### config.mk
export PLATFORM = sky130hd
export DESIGN_NAME = tmr_fault_monitor
export DESIGN_NICKNAME = d
export VERILOG_FILES = /design/src/rtl/tmr_mon_pkg.sv /design/src/rtl/tmr_lane_tracker.sv /design/src/rtl/tmr_fault_monitor.sv
export SDC_FILE = /design/constraint.sdc
export NUM_CORES = 1
export LEC_CHECK = 0
export CAP_MARGIN = 20
export CELL_PAD_IN_SITES_DETAIL_PLACEMENT = 0
export CELL_PAD_IN_SITES_GLOBAL_PLACEMENT = 1
export CORE_MARGIN = 4
export CORE_UTILIZATION = 35
export DETAILED_ROUTE_END_ITERATION = 6
export PLACE_DENSITY = 0.68
export RECOVER_POWER = 25
export SLEW_MARGIN = 20
export SYNTH_ARGS = -nofsm -noshare
export SYNTH_HDL_FRONTEND = slang
export SYNTH_SLANG_ARGS = --single-unit
### constraint.sdc
create_clock -name clk -period 2.7 [get_ports clk]
set_clock_uncertainty 0.05 [all_clocks]
set_input_delay 0.405 -clock clk [delete_from_list [all_inputs] [get_ports clk]]
set_output_delay 0.405 -clock clk [all_outputs]
set_load 0.02 [all_outputs]
### src/rtl/tmr_mon_pkg.sv
// tmr_mon_pkg: shared lane state, lane number type and default parameters for the TMR monitor
package tmr_mon_pkg;
  typedef enum logic [1:0] {OK, SUSPECT, FAILED} lane_state_t;
  typedef logic [1:0] lane_num_t;
  localparam int DEF_WIDTH = 4;
  localparam int DEF_FAIL_THRESH = 3;
  localparam int DEF_CNT_W = 8;
endpackage

### src/rtl/tmr_lane_tracker.sv
// tmr_lane_tracker: per-lane health FSM with consecutive-miss and saturating total-error counters
module tmr_lane_tracker
  import tmr_mon_pkg::*;
#(
  parameter int FAIL_THRESH = DEF_FAIL_THRESH,
  parameter int CNT_W = DEF_CNT_W
) (
  input  logic             clk,
  input  logic             rst_n,
  input  logic             clear,
  input  logic             sample,
  input  logic             mismatch,
  output logic             failed,
  output logic             enter_failed,
  output logic [CNT_W-1:0] total
);
  lane_state_t state, state_nx;
  logic [3:0] consec, consec_nx;
  always_comb begin
    state_nx = state;
    consec_nx = consec;
    if (sample) begin
      case (state)
        OK: if (mismatch) begin
          consec_nx = 4'd1;
          state_nx = (FAIL_THRESH == 1) ? FAILED : SUSPECT;
        end
        SUSPECT: begin
          consec_nx = mismatch ? consec + 4'd1 : 4'd0;
          state_nx = !mismatch ? OK : (consec_nx == 4'(FAIL_THRESH)) ? FAILED : SUSPECT;
        end
        default: ;
      endcase
    end
  end
  assign failed = (state == FAILED);
  assign enter_failed = (state != FAILED) && (state_nx == FAILED);
  always_ff @(posedge clk) begin
    if (!rst_n || clear) begin
      state <= OK;
      consec <= 4'd0;
      total <= '0;
    end else begin
      state <= state_nx;
      consec <= consec_nx;
      if (sample && mismatch && total != '1) total <= total + CNT_W'(1);
    end
  end
endmodule

### src/rtl/tmr_fault_monitor.sv
// tmr_fault_monitor: watches three TMR replicas against the voter output and reports failed lanes
module tmr_fault_monitor
  import tmr_mon_pkg::*;
#(
  parameter int WIDTH = DEF_WIDTH,
  parameter int FAIL_THRESH = DEF_FAIL_THRESH,
  parameter int CNT_W = DEF_CNT_W
) (
  input  logic             clk,
  input  logic             rst_n,
  input  logic             in_valid,
  input  logic [WIDTH-1:0] data_1,
  input  logic [WIDTH-1:0] data_2,
  input  logic [WIDTH-1:0] data_3,
  input  logic [WIDTH-1:0] tmr_out,
  input  logic             clear,
  output logic [2:0]       lane_failed,
  output logic             multi_fault,
  output logic             rpt_valid,
  input  logic             rpt_ready,
  output lane_num_t        rpt_lane,
  output logic [CNT_W-1:0] rpt_count
);
  logic [WIDTH-1:0] data [3];
  logic [CNT_W-1:0] totals [3];
  logic [2:0] mis, enter, pending, load_mask;
  logic [1:0] sel;
  logic take, multi;
  assign data[0] = data_1;
  assign data[1] = data_2;
  assign data[2] = data_3;
  for (genvar g = 0; g < 3; g++) begin : g_lane
    assign mis[g] = in_valid && (data[g] != tmr_out);
    tmr_lane_tracker #(.FAIL_THRESH(FAIL_THRESH), .CNT_W(CNT_W)) u_lane (
      .clk(clk), .rst_n(rst_n), .clear(clear), .sample(in_valid), .mismatch(mis[g]),
      .failed(lane_failed[g]), .enter_failed(enter[g]), .total(totals[g])
    );
  end
  assign multi = (mis[0] & mis[1]) | (mis[0] & mis[2]) | (mis[1] & mis[2]);
  // Lowest-numbered pending lane wins; the slot refills on the same edge a report is accepted.
  assign take = (!rpt_valid || rpt_ready) && |pending;
  assign sel = pending[0] ? 2'd0 : pending[1] ? 2'd1 : 2'd2;
  assign load_mask = take ? (3'b001 << sel) : 3'b000;
  always_ff @(posedge clk) begin
    if (!rst_n || clear) begin
      pending <= 3'b000;
      multi_fault <= 1'b0;
      rpt_valid <= 1'b0;
      rpt_lane <= '0;
      rpt_count <= '0;
    end else begin
      pending <= (pending & ~load_mask) | enter;
      if (multi) multi_fault <= 1'b1;
      if (!rpt_valid || rpt_ready) rpt_valid <= |pending;
      if (take) begin
        rpt_lane <= sel + 2'd1;
        rpt_count <= totals[sel];
      end
    end
  end
endmodule

==> impl_metrics.yaml <==
timing:
  min_period_ns: 2.282
  finalSetupTns_ns: 0
  hold_violations: 0
  fmax_mhz: 438.2
  slew_viol_final: 0
  tightest_slew_ns: 0.8386
  worst_slew_margin_rel_pct: 43.67
  rsz0062_at_grt: "false"
  period_share_pct: 84.52
  setup_viol: 0
synthesis:
  syn_inst: 379
  yosysSeqAreaShare_pct: 37.13
  netlist-cell-type-count: 50
  yosysTopAreaCell: "dfxtp_1"
  synth-edff-count: 0
  syn_area_per_cell_um2: 8.108
  yosysWarnings: 0
  synth_top_area_share_pct: 37.13
  synth_flop_cell: "dfxtp_1"
  ys_ff_latch: 57
  synth_area_leaders: "dfxtp_1 37%, a21oi_1 6.7%, nand2_1 5.6%, o21ai_0 4.7%, xnor2_1 3.4%"
  synthesis.area_um2: 3073
  synth-async-reset-ratio_pct: 0
  syn-num-nets: 406
global_route:
  grt_pass1_vias: 2567
  grt_pass1_wl_um: 12760
  met3_usage_pct: 2.273
  antenna_found_initial: 0
  grt.total_usage_pct: 15.79
  busiest_layer: "met2"
  met1_usage_pct: 21.25
  grt-ovfl-total: 0
  grt_max_degree: 24
  globalRouteMet2Util_pct: 25.50
critical_path:
  worstPathRequired_ns: 2.88
  crit_path_end_kind: "register"
  path_max_fanout: 16
  arrival_ns: 2.46
  crit_type: "in -> reg"
  start_kind: "input pin"
clocking:
  clkTransAtPathRegs_ns: 0.07
  cts_buffer_depth: 2
  holdBufCountCts: 0
  cts_buffers: 9
  htree_levels: 3
  ctsResizeCount: 0
  worstSkewPairLatency_ns: 0.34
  cts-root-buf: "clkbuf_8"
  cts.sinks: 57
  cts_tree: "built"
  postCtsSetupBuffers: 0
status:
  status: "completed"
routing:
  drtAntennaViolNets: 0
  wl_per_cell_um: 15.32
  routed_wl_um: 8058
  first_iter_violations: 128
  dr.pass1.iters: 5
  post_drt_via_cell_ratio: 5.498
  drc: 0
  num_vias: 2892
placement:
  dp_hpwl_um: 5769
  port_buffers: 35
  gp_congestion: 0.7806
  dp.cells: 510
layout:
  fin_cells: 526
  final_cell_mix: "57 x dfxtp_1, 46 x nand2_1, 41 x a21oi_1"
  nets: 443
  final_common_cell: "dfxtp_1"
  fillers: 840
  num_antenna_cells: 0
  multi_input_area_um2: 1818
  drive_gt1_share_pct: 8.551
  syn2layout_area_growth_pct: 22.48
  layout.area.seq_um2: 1141
pwr:
  p_leak_nw: 1.264
  pwr-share-comb_pct: 8.3
  vdd_drop_max_mv: 0.2804
  p_sw_uw: 475.0
  p_seq_share_pct: 44.0
  p_int_mw: 1.485
  switching_share_pct: 24.23
  clkPwrFrac_pct: 47.8
  p_per_area_nw_per_um2: 520.9
run:
  drv_cap: 0
die:
  rows: 33
  die_area_um2: 10340
  core_um2: 8382
  io_pins: 36
  die_y_um: 101.7
  initial_utilization_pct: 36.66
  die_w_um: 101.7
min_path:
  hp-class: "reg -> reg"
through the flow:
stage	power [mW]	cell area, µm²	hold WS (ns)	setup slack [ns]	utilization [%]
global route	2.028	3764	0.4432	0.2738	44.90
finish	1.960	3764	0.4252	0.4180	44.90
floorplan	0.9740	3073	0.4084	1.034	-
CTS	1.981	3781	0.4296	0.6453	45.11
detailed placement	1.048	3552	0.4186	0.3631	42.38
global placement	1.046	3552	0.4142	0.4176	42.38
critical path: stages:
cell and delay (ns):
dlygate4sd3_1 0.62, xnor2_1 0.17, a41oi_1 0.21, clkbuf_1 0.62, a31oi_1 0.17, a41o_1 0.24
final cells by class:
type,count,share of cell area (%)
sequential,57,30.32
timing repair buffer,48,11.50
multi-input combinational,297,48.30
tap,105,3.491
clock buffer,11,4.023
inverter,3,0.2992
clock inverter,5,2.061
path summary, 6_finish.rpt:
path | startpoint | endpoint | slack (ns) | cells after the start
worst max-delay path | tmr_out[3] | g_lane[1].u_lane.total[3] | 0.42 | 6
worst min-delay path | rpt_count[5] | rpt_count[5] | 0.43 | 2
worst min register to register | rpt_count[5] | rpt_count[5] | 0.43 | 2
worst max register to register | pending[1] | rpt_lane[1] | 0.69 | 4
power groups by stage:
stage	logic, mW	registers, mW	clock network (mW)
after floorplan	0.0972	0.877	0
after global placement	0.164	0.881	0
after detailed placement	0.166	0.881	0
after CTS	0.167	0.862	0.953
after global routing	0.178	0.864	0.987
final	0.162	0.862	0.936
cell families after synthesis:
group	share of synthesized area, %
fa+ha+maj	2.443
buf+inv	3.705
flops	37.13
compound gates	23.53
simple gates	25.94
mux	3.257
xor+xnor	3.990
cells in the mapped netlist (all sizes together), types with 3 or more instances:
cell type / count
dfxtp: 57
nand2: 46
a21oi: 41
o21ai: 29
nand3: 19
nor2: 18
clkbuf: 15
xnor2: 12
mux2i: 10
nor2b: 10
nand2b: 9
buf: 7
nor3: 7
ha: 6
nand4: 6
or4: 6
and3: 5
o31ai: 5
a211oi: 4
a31o: 4
a31oi: 4
a41o: 4
a41oi: 4
nor4: 4
or3: 4
or3b: 4
inv: 3
o32ai: 3
o41ai: 3
or2: 3
flip-flops by register name, summed over array words and instances, names as in the netlist:
signal	cells
g_lane.u_lane.consec	12
g_lane.u_lane.state	6
g_lane.u_lane.total	24
multi_fault	1
pending	3
rpt_count	8
rpt_lane	2
rpt_valid	1
layer usage:
layer | vias to the layer above | routed length (µm)
li1 | 1489 | -
met1 | 1360 | 4074
met2 | 34 | 3689
met5 | - | 0
met3 | 9 | 170
met4 | 0 | 123
Note: power is estimated with default switching activity, not from simulation.
